`src/rtl/tlm_collect_pkg.sv`:
```
// Shared types for the TLM stimulus/result path: packet layout, bank states,
// and the width helper for item counts.
package tlm_collect_pkg;

   localparam int DEF_NUM        = 100;
   localparam int DEF_ITEM_WIDTH = 16;
   localparam int DEF_RES_WIDTH  = 8;

   typedef logic [DEF_ITEM_WIDTH-1:0]              item_t;
   typedef logic [DEF_NUM-1:0][DEF_ITEM_WIDTH-1:0] pkt_t;

   typedef enum logic [1:0] {
      EMPTY,
      FILLING,
      FULL
   } bank_state_e;

   // Width able to hold 0..n inclusive.
   function automatic int count_width(input int n);
      return $clog2(n + 1);
   endfunction

endpackage

```
`src/rtl/tlm_result_collector_if.sv`:
```
// Result-capture and packet-drain signals of the collector, bundled with
// master (BFM/software side) and slave (collector side) views.
interface tlm_result_collector_if
   import tlm_collect_pkg::*;
#(
   parameter int NUM        = 100,
   parameter int ITEM_WIDTH = 16,
   parameter int RES_WIDTH  = 8
) ();

   localparam int CW = count_width(NUM);

   logic                             res_valid_i;
   logic [RES_WIDTH-1:0]             res_i;
   logic                             res_ready_o;
   logic                             flush_i;
   logic                             pkt_valid_o;
   logic                             pkt_ready_i;
   logic [NUM-1:0][ITEM_WIDTH-1:0]   pkt_data_o;
   logic [CW-1:0]                    pkt_count_o;
   logic [15:0]                      pkt_seq_o;
   logic                             overflow_o;

   modport master (
      output res_valid_i, res_i, flush_i, pkt_ready_i,
      input  res_ready_o, pkt_valid_o, pkt_data_o, pkt_count_o, pkt_seq_o, overflow_o
   );

   modport slave (
      input  res_valid_i, res_i, flush_i, pkt_ready_i,
      output res_ready_o, pkt_valid_o, pkt_data_o, pkt_count_o, pkt_seq_o, overflow_o
   );

endinterface

```
`src/rtl/collect_bank.sv`:
```
// One packet buffer of the ping-pong pair: item storage, fill state and the
// item count latched when the packet is closed.
module collect_bank
   import tlm_collect_pkg::*;
#(
   parameter int NUM        = 100,
   parameter int ITEM_WIDTH = 16,
   parameter int IW         = $clog2(NUM),
   parameter int CW         = count_width(NUM)
) (
   input  logic                           clk_i,
   input  logic                           reset_n_i,
   input  logic                           we_i,
   input  logic [IW-1:0]                  idx_i,
   input  logic [ITEM_WIDTH-1:0]          data_i,
   input  logic                           close_i,
   input  logic [CW-1:0]                  count_i,
   input  logic                           drain_i,
   output bank_state_e                    state_o,
   output logic [CW-1:0]                  count_o,
   output logic [NUM-1:0][ITEM_WIDTH-1:0] data_o
);

   logic [ITEM_WIDTH-1:0] mem_reg [NUM];
   bank_state_e           state_reg;
   logic [CW-1:0]         count_reg;

   // Storage is never reset; stale items are masked by the latched count.
   always_ff @(posedge clk_i) begin
      if (we_i) begin
         mem_reg[idx_i] <= data_i;
      end
   end

   // Drain and close never target the same bank in one cycle.
   always_ff @(posedge clk_i or negedge reset_n_i) begin
      if (!reset_n_i) begin
         state_reg <= EMPTY;
         count_reg <= '0;
      end else if (drain_i) begin
         state_reg <= EMPTY;
      end else if (close_i) begin
         state_reg <= FULL;
         count_reg <= count_i;
      end else if (we_i && state_reg == EMPTY) begin
         state_reg <= FILLING;
      end
   end

   generate
      for (genvar gi = 0; gi < NUM; gi++) begin : g_item
         assign data_o[gi] = mem_reg[gi];
      end
   endgenerate

   assign state_o = state_reg;
   assign count_o = count_reg;

endmodule

```
`src/rtl/tlm_result_collector.sv`:
```
// Ping-pong result collector: packs BFM results into NUM-item packets and
// hands them out over a valid/ready port while the other bank keeps filling.
module tlm_result_collector
   import tlm_collect_pkg::*;
#(
   parameter int NUM        = 100,
   parameter int ITEM_WIDTH = 16,
   parameter int RES_WIDTH  = 8
) (
   input  logic                  clk_i,
   input  logic                  reset_n_i,
   tlm_result_collector_if.slave bus
);

   localparam int CW = count_width(NUM);
   localparam int IW = $clog2(NUM);

   logic          fill_bank_reg;
   logic          out_bank_reg;
   logic [IW-1:0] wr_idx_reg;
   logic          overflow_reg;
   logic [15:0]   seq_reg;

   bank_state_e                    bank_state [2];
   logic [CW-1:0]                  bank_count [2];
   logic [NUM-1:0][ITEM_WIDTH-1:0] bank_data  [2];
   logic [1:0]                     bank_full;
   logic [1:0]                     bank_we;
   logic [1:0]                     bank_close;
   logic [1:0]                     bank_drain;

   logic                  res_ready;
   logic                  accept;
   logic                  last_item;
   logic                  close_fill;
   logic                  transfer;
   logic [CW-1:0]         close_count;
   logic [ITEM_WIDTH-1:0] wr_data;

   assign res_ready   = !bank_full[fill_bank_reg];
   assign accept      = bus.res_valid_i && res_ready;
   assign last_item   = accept && (wr_idx_reg == IW'(NUM - 1));
   // A flush only closes a bank that holds or is receiving at least one item.
   assign close_fill  = last_item ||
                        (bus.flush_i && res_ready && (wr_idx_reg != '0 || accept));
   assign close_count = CW'(wr_idx_reg) + CW'(accept);
   assign transfer    = bank_full[out_bank_reg] && bus.pkt_ready_i;
   assign wr_data     = ITEM_WIDTH'(bus.res_i);

   generate
      for (genvar gi = 0; gi < 2; gi++) begin : g_bank
         assign bank_full[gi]  = (bank_state[gi] == FULL);
         assign bank_we[gi]    = accept     && (fill_bank_reg == 1'(gi));
         assign bank_close[gi] = close_fill && (fill_bank_reg == 1'(gi));
         assign bank_drain[gi] = transfer   && (out_bank_reg  == 1'(gi));

         collect_bank #(
            .NUM        (NUM),
            .ITEM_WIDTH (ITEM_WIDTH),
            .IW         (IW),
            .CW         (CW)
         ) u_bank (
            .clk_i     (clk_i),
            .reset_n_i (reset_n_i),
            .we_i      (bank_we[gi]),
            .idx_i     (wr_idx_reg),
            .data_i    (wr_data),
            .close_i   (bank_close[gi]),
            .count_i   (close_count),
            .drain_i   (bank_drain[gi]),
            .state_o   (bank_state[gi]),
            .count_o   (bank_count[gi]),
            .data_o    (bank_data[gi])
         );
      end
   endgenerate

   always_ff @(posedge clk_i or negedge reset_n_i) begin
      if (!reset_n_i) begin
         fill_bank_reg <= 1'b0;
         out_bank_reg  <= 1'b0;
         wr_idx_reg    <= '0;
         overflow_reg  <= 1'b0;
         seq_reg       <= '0;
      end else begin
         if (close_fill) begin
            fill_bank_reg <= ~fill_bank_reg;
            wr_idx_reg    <= '0;
         end else if (accept) begin
            wr_idx_reg    <= wr_idx_reg + IW'(1);
         end
         if (transfer) begin
            out_bank_reg  <= ~out_bank_reg;
            seq_reg       <= seq_reg + 16'd1;
         end
         if (bus.res_valid_i && !res_ready) begin
            overflow_reg  <= 1'b1;
         end
      end
   end

   assign bus.res_ready_o = res_ready;
   assign bus.pkt_valid_o = bank_full[out_bank_reg];
   assign bus.pkt_data_o  = bank_data[out_bank_reg];
   assign bus.pkt_count_o = bank_full[out_bank_reg] ? bank_count[out_bank_reg] : '0;
   assign bus.pkt_seq_o   = seq_reg;
   assign bus.overflow_o  = overflow_reg;

endmodule

```
`src/flat_wrapper.sv`:
```
// flat-port wrapper written by rule: the top's interface ports become plain ports
module tlm_result_collector_flat import tlm_collect_pkg::*;
#(
   parameter int NUM        = 100,
   parameter int ITEM_WIDTH = 16,
   parameter int RES_WIDTH  = 8
)
  (clk_i, reset_n_i, bus_res_valid_i, bus_res_i, bus_flush_i, bus_pkt_ready_i, bus_res_ready_o, bus_pkt_valid_o, bus_pkt_data_o, bus_pkt_count_o, bus_pkt_seq_o, bus_overflow_o);
  tlm_result_collector_if #(.NUM(NUM), .ITEM_WIDTH(ITEM_WIDTH), .RES_WIDTH(RES_WIDTH)) bus_i ();
  input  logic clk_i;
  input  logic reset_n_i;
  input wire logic [$bits(bus_i.res_valid_i)-1:0] bus_res_valid_i;
  input wire logic [$bits(bus_i.res_i)-1:0] bus_res_i;
  input wire logic [$bits(bus_i.flush_i)-1:0] bus_flush_i;
  input wire logic [$bits(bus_i.pkt_ready_i)-1:0] bus_pkt_ready_i;
  output wire logic [$bits(bus_i.res_ready_o)-1:0] bus_res_ready_o;
  output wire logic [$bits(bus_i.pkt_valid_o)-1:0] bus_pkt_valid_o;
  output wire logic [$bits(bus_i.pkt_data_o)-1:0] bus_pkt_data_o;
  output wire logic [$bits(bus_i.pkt_count_o)-1:0] bus_pkt_count_o;
  output wire logic [$bits(bus_i.pkt_seq_o)-1:0] bus_pkt_seq_o;
  output wire logic [$bits(bus_i.overflow_o)-1:0] bus_overflow_o;
  assign bus_i.res_valid_i = bus_res_valid_i;
  assign bus_i.res_i = bus_res_i;
  assign bus_i.flush_i = bus_flush_i;
  assign bus_i.pkt_ready_i = bus_pkt_ready_i;
  assign bus_res_ready_o = bus_i.res_ready_o;
  assign bus_pkt_valid_o = bus_i.pkt_valid_o;
  assign bus_pkt_data_o = bus_i.pkt_data_o;
  assign bus_pkt_count_o = bus_i.pkt_count_o;
  assign bus_pkt_seq_o = bus_i.pkt_seq_o;
  assign bus_overflow_o = bus_i.overflow_o;
  tlm_result_collector #(.NUM(NUM), .ITEM_WIDTH(ITEM_WIDTH), .RES_WIDTH(RES_WIDTH)) u_core (.clk_i(clk_i), .reset_n_i(reset_n_i), .bus(bus_i));
endmodule
```
`config.mk`:
```
export PLATFORM = sky130hd
export DESIGN_NAME = tlm_result_collector_flat
export DESIGN_NICKNAME = d
export VERILOG_FILES = /design/src/rtl/tlm_collect_pkg.sv /design/src/rtl/tlm_result_collector_if.sv /design/src/rtl/collect_bank.sv /design/src/rtl/tlm_result_collector.sv /design/src/flat_wrapper.sv
export SDC_FILE = /design/constraint.sdc
export NUM_CORES = 1
export LEC_CHECK = 0
export CORE_AREA = 4 4 634 636
export DETAILED_ROUTE_END_ITERATION = 10
export DIE_AREA = 0 0 638 640
export DONT_BUFFER_PORTS = 1
export SLEW_MARGIN = 5
export SYNTH_ARGS = -nofsm -noshare
export SYNTH_HDL_FRONTEND = slang
export SYNTH_SLANG_ARGS = --single-unit
```
`constraint.sdc`:
```
create_clock -name clk_i -period 4.62 [get_ports clk_i]
set_input_delay 1.155 -clock clk_i [delete_from_list [all_inputs] [get_ports clk_i]]
set_output_delay 1.155 -clock clk_i [all_outputs]
set_load 0.05 [all_outputs]
```
# Word-level counts from Yosys, hierarchy flattened
# Memories as Yosys holds them, arrays and structs flattened.
# Cells that the tools add are included.
# Widths: inputs -> output; s select.
[word_totals]
mem_bits_rw = 1600
word_cells = 73
register_bits = 44
out_inout_bits = 1626
memories = 2
in_bits = 13
[op_classes]
eq_ne = 3
bitwise_logic = 5
order_cmp = 3
mux = 23
n_reduce_logical = 25
add_sub_neg = 3
[mem_list]
columns = ["memory", "words", "width", "read_ports", "rd_ports_with_merged_regs", "wr", "line_no", "source"]
rows = [
  ["u_core.g_bank[0].u_bank.mem_reg", 100, 8, 100, 0, 1, "collect_bank.sv:24", "logic [ITEM_WIDTH-1:0] mem_reg [NUM];"],
  ["u_core.g_bank[1].u_bank.mem_reg", 100, 8, 100, 0, 1, "collect_bank.sv:24", ""],
]
[ops]
columns = ["cell", "n"]
rows = [
  ["$mux 1600", 3],
  ["$mux 7", 6],
  ["$add 16x1->16 const B", 1],
  ["$logic_and 1x1->1", 14],
  ["$mux 2", 6],
  ["$mux 1", 8],
  ["$add 7x1->7", 1],
  ["$add 7x1->7 const B", 1],
  ["$eq 7x7->1 const B", 1],
  ["$reduce_bool 7->1", 1],
  ["$reduce_bool 3->1", 2],
  ["$eq 2x2->1 const B", 2],
  ["$logic_not 2->1", 2],
  ["$lt 1x2->1 const B", 2],
  ["$not 1->1", 4],
  ["$reduce_and 2->1", 2],
  ["$ge 2x2->1 const B", 1],
  ["$logic_or 1x1->1", 2],
  ["$not 1->2", 1],
  ["$reduce_bool 2->1", 1],
  ["$logic_not 1->1", 1],
]

# Depth between registers and ports, before layout
# Gate-level depths: netlist (run 1).
[logic_depth]
depth_word = 11
depth_mapped = 9
mapped_depth_nobuf = 9

# Modules after synthesis
# From an unflattened synthesis (run 1), not the netlist that was laid out.
[hier_totals]
hier_cells = 5480
hier_area_um2 = 118536.2
[by_module_without_submodules]
columns = ["module", "area_each_um2", "seq_area_each_um2", "instances", "cells_per_inst"]
rows = [
  ["collect_bank", 49054.5, 48271.3, 2, 1766],
  ["tlm_result_collector", 20427.1, 650.6, 1, 1948],
]

# Worst setup path before layout (run 1)
# OpenSTA, ideal clock, no wires.
[synth_timing]
kind = "reg-to-output"
from = "reg u_core.out_bank_reg"
to = "out bus_pkt_count_o[0]"
t_arrival_ns = 2.183
t_required_ns = 3.465
stages_incl_launch_ff = 6
setup_slack_ns = 1.282
n_path_buf = 3
path_cell_list = "dfrtp_1 -> clkbuf_1 -> clkbuf_1 -> clkbuf_1 -> mux2i_1 -> nor2_1"
[synth_between]
elab_chain_cells = 5
word_cells_on_any_way = 7
classes_between = "6 x mux; 1 x bitwise"
[synth_rtl]
columns = ["element", "line_no", "source"]
rows = [
  ["from (decl)", "tlm_result_collector.sv:19", "logic out_bank_reg;"],
  ["from (signal assigned)", "tlm_result_collector.sv:93", "out_bank_reg <= ~out_bank_reg;"],
  ["$not 1->2 (not written as such)", "tlm_result_collector.sv:105", "assign bus.pkt_count_o = bank_full[out_bank_reg] ? bank_count[out_bank_reg] : '0;"],
  ["$mux 7 (not written as such) (3 in series)", "tlm_result_collector.sv:105", ""],
  ["$mux 7 (*)", "tlm_result_collector.sv:105", ""],
  ["to (decl)", "flat_wrapper.sv:19", "output wire logic [$bits(bus_i.pkt_count_o)-1:0] bus_pkt_count_o;"],
]
# Mark *: on every way between the ends. The rest lies on a longest branch, timed or not. The select of a mux whose other input is x is not followed.

# Worst setup path in the final report (run 1)
[layout_timing]
from = "reg u_core.out_bank_reg"
to = "out bus_pkt_data_o[1123]"
[layout_between]
elab_chain_cells = 4
[layout_rtl]
columns = ["element", "line_no", "source"]
rows = [
  ["$not 1->2 (not written as such)", "tlm_result_collector.sv:104", "assign bus.pkt_data_o = bank_data[out_bank_reg];"],
  ["$mux 1600 (not written as such) (3 in series)", "tlm_result_collector.sv:104", ""],
  ["to (decl)", "flat_wrapper.sv:18", "output wire logic [$bits(bus_i.pkt_data_o)-1:0] bus_pkt_data_o;"],
]
# No other way between the ends. The select of a mux whose other input is x is not followed.

==> key figures, run 1 <==
Final layout
  – Largest register FFs: roughly 1,600
  – Post-Layout Cell Count: 9,360
  – Synth-to-Final Area Change: 15.22%
  – Fin area: 76,860 sq um
  – Final Net Count: 3,975
  – Share of post-route cells with drive strength above 1: 30.15%
  – Final core utilization: 19.42%
  – Fillers: 41,770

Clock network
  – # clock sinks: between 1,500 and 2,000
  – Clk_lat worst skew: roughly 0.90 ns
  – TritonCTS Buffers: 179
  – Root buf cell: clkbuf_16
  – Htree depth: 4
  – Clk pin slew, worst setup/hold paths: 0.09 ns
  – Max clock buf depth: 4
  – CTS tree: yes

Logic synthesis
  – FF+latch count, synth: about 1,600
  – Area share of the largest cell type after synthesis: between 70 and 80%
  – Largest family of logic cells by synthesized area: multiplexers
  – Post-Synth Adder-Cell Area: 0.09378%
  – Xor/xnor share of the synthesized area: 0.2889%
  – Mean Syn Cell Area: 17.72 sq um
  – Compound-Gate Fraction of Synth Area: 0.2926%
  – Synth area leader: edfxtp_1
  – Post-Synth Simple-Gate Area: 1.968%
  – Cell area after synthesis: 66,710 sq um
  – Most used DFF post-synth: edfxtp_1
  – Synth area leaders: edfxtp_1 72%, mux2_2 14%, buf_4 9.0%
  – Post-synth EDFFs: between 1,500 and 2,000
  – Cell variety after synth: 41
  – Mux cell area share after synthesis: 13.87%
  – Mapped Cells: 3,765
  – Sequential share of the synthesized area: around three quarters
  – Async SR Flop Fraction: 2.676%
  – Syn. warnings: 0

Critical path
  – CP Capture Type: primary output
  – Maximum fanout along the worst path: 74
  – Critical path launch point type: flop
  – WP data required: 3.46 ns
  – WP data arrival: 3.17 ns
  – Crit Path Class: flop to primary output

STA
  – Setup TNS: 0 ns
  – Minimum clock period: 4.328 ns
  – Clock Skews: 0.06646 ns
  – Slew Viols, Final: 0
  – F_max: roughly 230 MHz
  – Final Cycle Share: 93.69%
  – Final setup viols: 0
  – Actual slew at the worst max-slew pin: 1.356 ns
  – RSZ-0062 raised after global routing: no
  – Final Hold Fails: 0
  – Slew HR: 9.276%

Drt
  – Pre-antenna DRT Iters: 7
  – Routed via count: 30,450
  – Number of DRC markers in iteration 0: 2,469
  – DRT Wirelength: 205.2 mm
  – DR DRC count: 0
  – DR WL/cell: 21.92 microns
  – Final ANT Viol Nets: 0
  – DR vias/cell: 3.253

GRT
  – Total Routing Usage GR: 9.397%
  – Vias in the first global route: 29,830
  – Initial antenna violation count: 22
  – First-pass GRT wire length: roughly 270 mm
  – Largest net degree at the start of global routing: 201
  – Total grt overflow: 0

Pwr
  – Max IR drop VDD: 0.6033 mV
  – Cell Pwr Density: 594.1 nW/um^2
  – Leakage power total: 24.88 nW

Die
  – Initial Util: 16.86%
  – Rows: roughly 230
  – Die H: 640 microns
  – Die area: between 400,000 and 500,000 sq um
  – Die X: 638 microns
  – # IOs: approximately 1,600
  – Core Region: 395,700 sq um

Placed design
  – Placed Cells incl. Taps: 9,017
  – GP Congestion: a little under 0.8
  – Area of placed instances: around 71,000 sq um
  – IO buf count: 0
  – Hpwl dp: 138.1 mm

Min path
  – Min-delay worst type: input port to async pin

Status
  – Status: completed

Run
  – Max Cap Viol: 0
## path summary, 6_finish.rpt
| check | end | from | slack (ns) | depth (start not counted) |
|---|---|---|---|---|
| setup / recovery | bus_pkt_data_o[1123] | u_core.out_bank_reg | 0.29 | 3 |
| hold / removal | u_core.out_bank_reg | reset_n_i | 0.16 | 1 |
| setup reg to reg | u_core.g_bank[1].u_bank.mem_reg[93][1] | u_core.wr_idx_reg[6] | 1.07 | 3 |
| hold reg to reg | u_core.g_bank[1].u_bank.count_o[1] | u_core.g_bank[1].u_bank.count_o[1] | 0.50 | 1 |
| max in group asynchronous | u_core.g_bank[0].u_bank.count_o[3] | reset_n_i | 4.20 | 1 |
| min in group clk_i | u_core.g_bank[0].u_bank.mem_reg[89][4] | bus_res_i[4] | 0.42 | 0 |
## power breakdown
group / switching [mW] / leakage (nW) / total [mW] / internal (mW)
Combinational: 11.8 / 7.14 / 14.8 / 2.93
Clock: 6.06 / 2.79 / 14.1 / 8.04
Sequential: 0.296 / 15.0 / 16.8 / 16.5
Total: 18.2 / 24.9 / 45.7 / 27.5
## through the flow
| stage | setup slack (ns) | hold slack [ns] | power (mW) |
|---|---|---|---|
| 4_1_cts | 0.1125 | 0.02575 | 46.23 |
| 3_5_place_dp | 0.8500 | 0.4959 | 32.04 |
| 2_1_floorplan | 1.282 | 0.4800 | 30.01 |
| 5_1_grt | 0.1023 | 0.08097 | 47.05 |
| 3_3_place_gp | 0.7887 | 0.4930 | 31.99 |
| 6_report | 0.2918 | 0.1646 | 45.66 |
## cells by family (layout without fill, tap and decap cells)
group | after synthesis | after routing
mux | 823 | 823
xor+xnor | 22 | 22
simple gates | 309 | 309
fa+ha+maj | 5 | 5
compound gates | 23 | 23
flops | 1644 | 1644
buf+inv | 938 | 470
other cells | 1 | 822
## critical path, cell delays in order (launching register included)
cell     delay [ns]
dfrtp_4        0.70
buf_12         0.36
buf_4          0.52
mux2_2         0.53
## cell usage in the layout, fill, tap and decap left out, types with 5 or more instances in the layout
| cell type | netlist | final |
|---|---|---|
| nand3_1 | 19 | 11 |
| nand2_1 | 26 | 18 |
| nor2_1 | 227 | 224 |
| mux2_2 | 811 | 811 |
| nor2b_1 | 8 | 8 |
| xor2_1 | 7 | 7 |
| a21oi_1 | 8 | 8 |
| clkbuf_16 | 0 | 182 |
| edfxtp_1 | 1600 | 1600 |
| bufinv_16 | 0 | 13 |
| clkinv_2 | 0 | 31 |
| conb_1 | 1 | 800 |
| mux2i_1 | 12 | 12 |
| diode_2 | 0 | 22 |
| clkinvlp_4 | 0 | 9 |
| inv_6 | 0 | 5 |
| inv_1 | 12 | 12 |
| ha_1 | 5 | 5 |
| nand4_1 | 6 | 6 |
| xnor2_1 | 15 | 15 |
| buf_4 | 800 | 126 |
| clkbuf_1 | 121 | 36 |
| buf_12 | 0 | 9 |
| clkinv_8 | 0 | 6 |
| clkinv_1 | 0 | 26 |
| nand2_2 | 0 | 8 |
| dfrtp_1 | 44 | 43 |
## repair_timing
| action | 4_1_cts | 5_1_grt |
|---|---|---|
| resized for setup | 0 | 0 |
| hold buffers | 1 | 0 |
| endpoints found under the hold margin | 44 | 0 |
| setup buffers | 0 | 0 |
## area by class of cell
type                       count  area (sq um)  share of cell area (%)
clock inverter               101          1044                   1.358
timing repair buffer         138          1184                   1.540
sequential                  1644         49150                   63.95
tap                         5242          6559                   8.534
clock buffer                 219          4703                   6.120
inverter                      12         45.04                 0.05861
multi-input combinational   1982         14120                   18.37
antenna                       22         55.05                 0.07163
## synthesized netlist by cell type, types with 3 or more instances
library cell / instances
inv_1: 12
dfrtp_1: 44
ha_1: 5
edfxtp_1: 1600
mux2i_1: 12
xor2_1: 7
nor3_1: 3
xnor2_1: 15
and3_1: 3
mux2_2: 811
or3_1: 3
o21ai_0: 4
o21a_1: 3
and4_1: 3
buf_4: 800
nand2_1: 26
clkbuf_1: 121
nand3_1: 19
a21oi_1: 8
nor2_1: 227
nor2b_1: 8
nand4_1: 6
## layer usage
metal / part of all wire [%] / track usage (%) / up-vias
met5: 0.0073 / 0 / -
met4: 3.3 / 3.123 / 2
met3: 9.9 / 3.388 / 285
met2: 50 / 16.24 / 1587
met1: 37 / 10.71 / 15820
li1: - / - / 12760
(Power assumes the default switching activity.)
==> run 2, diff against run 1 <==
ABC_AREA = 0   (was not set)
==> results of run 2 <==
Final layout, timing and power as in run 1 (identical DEF).
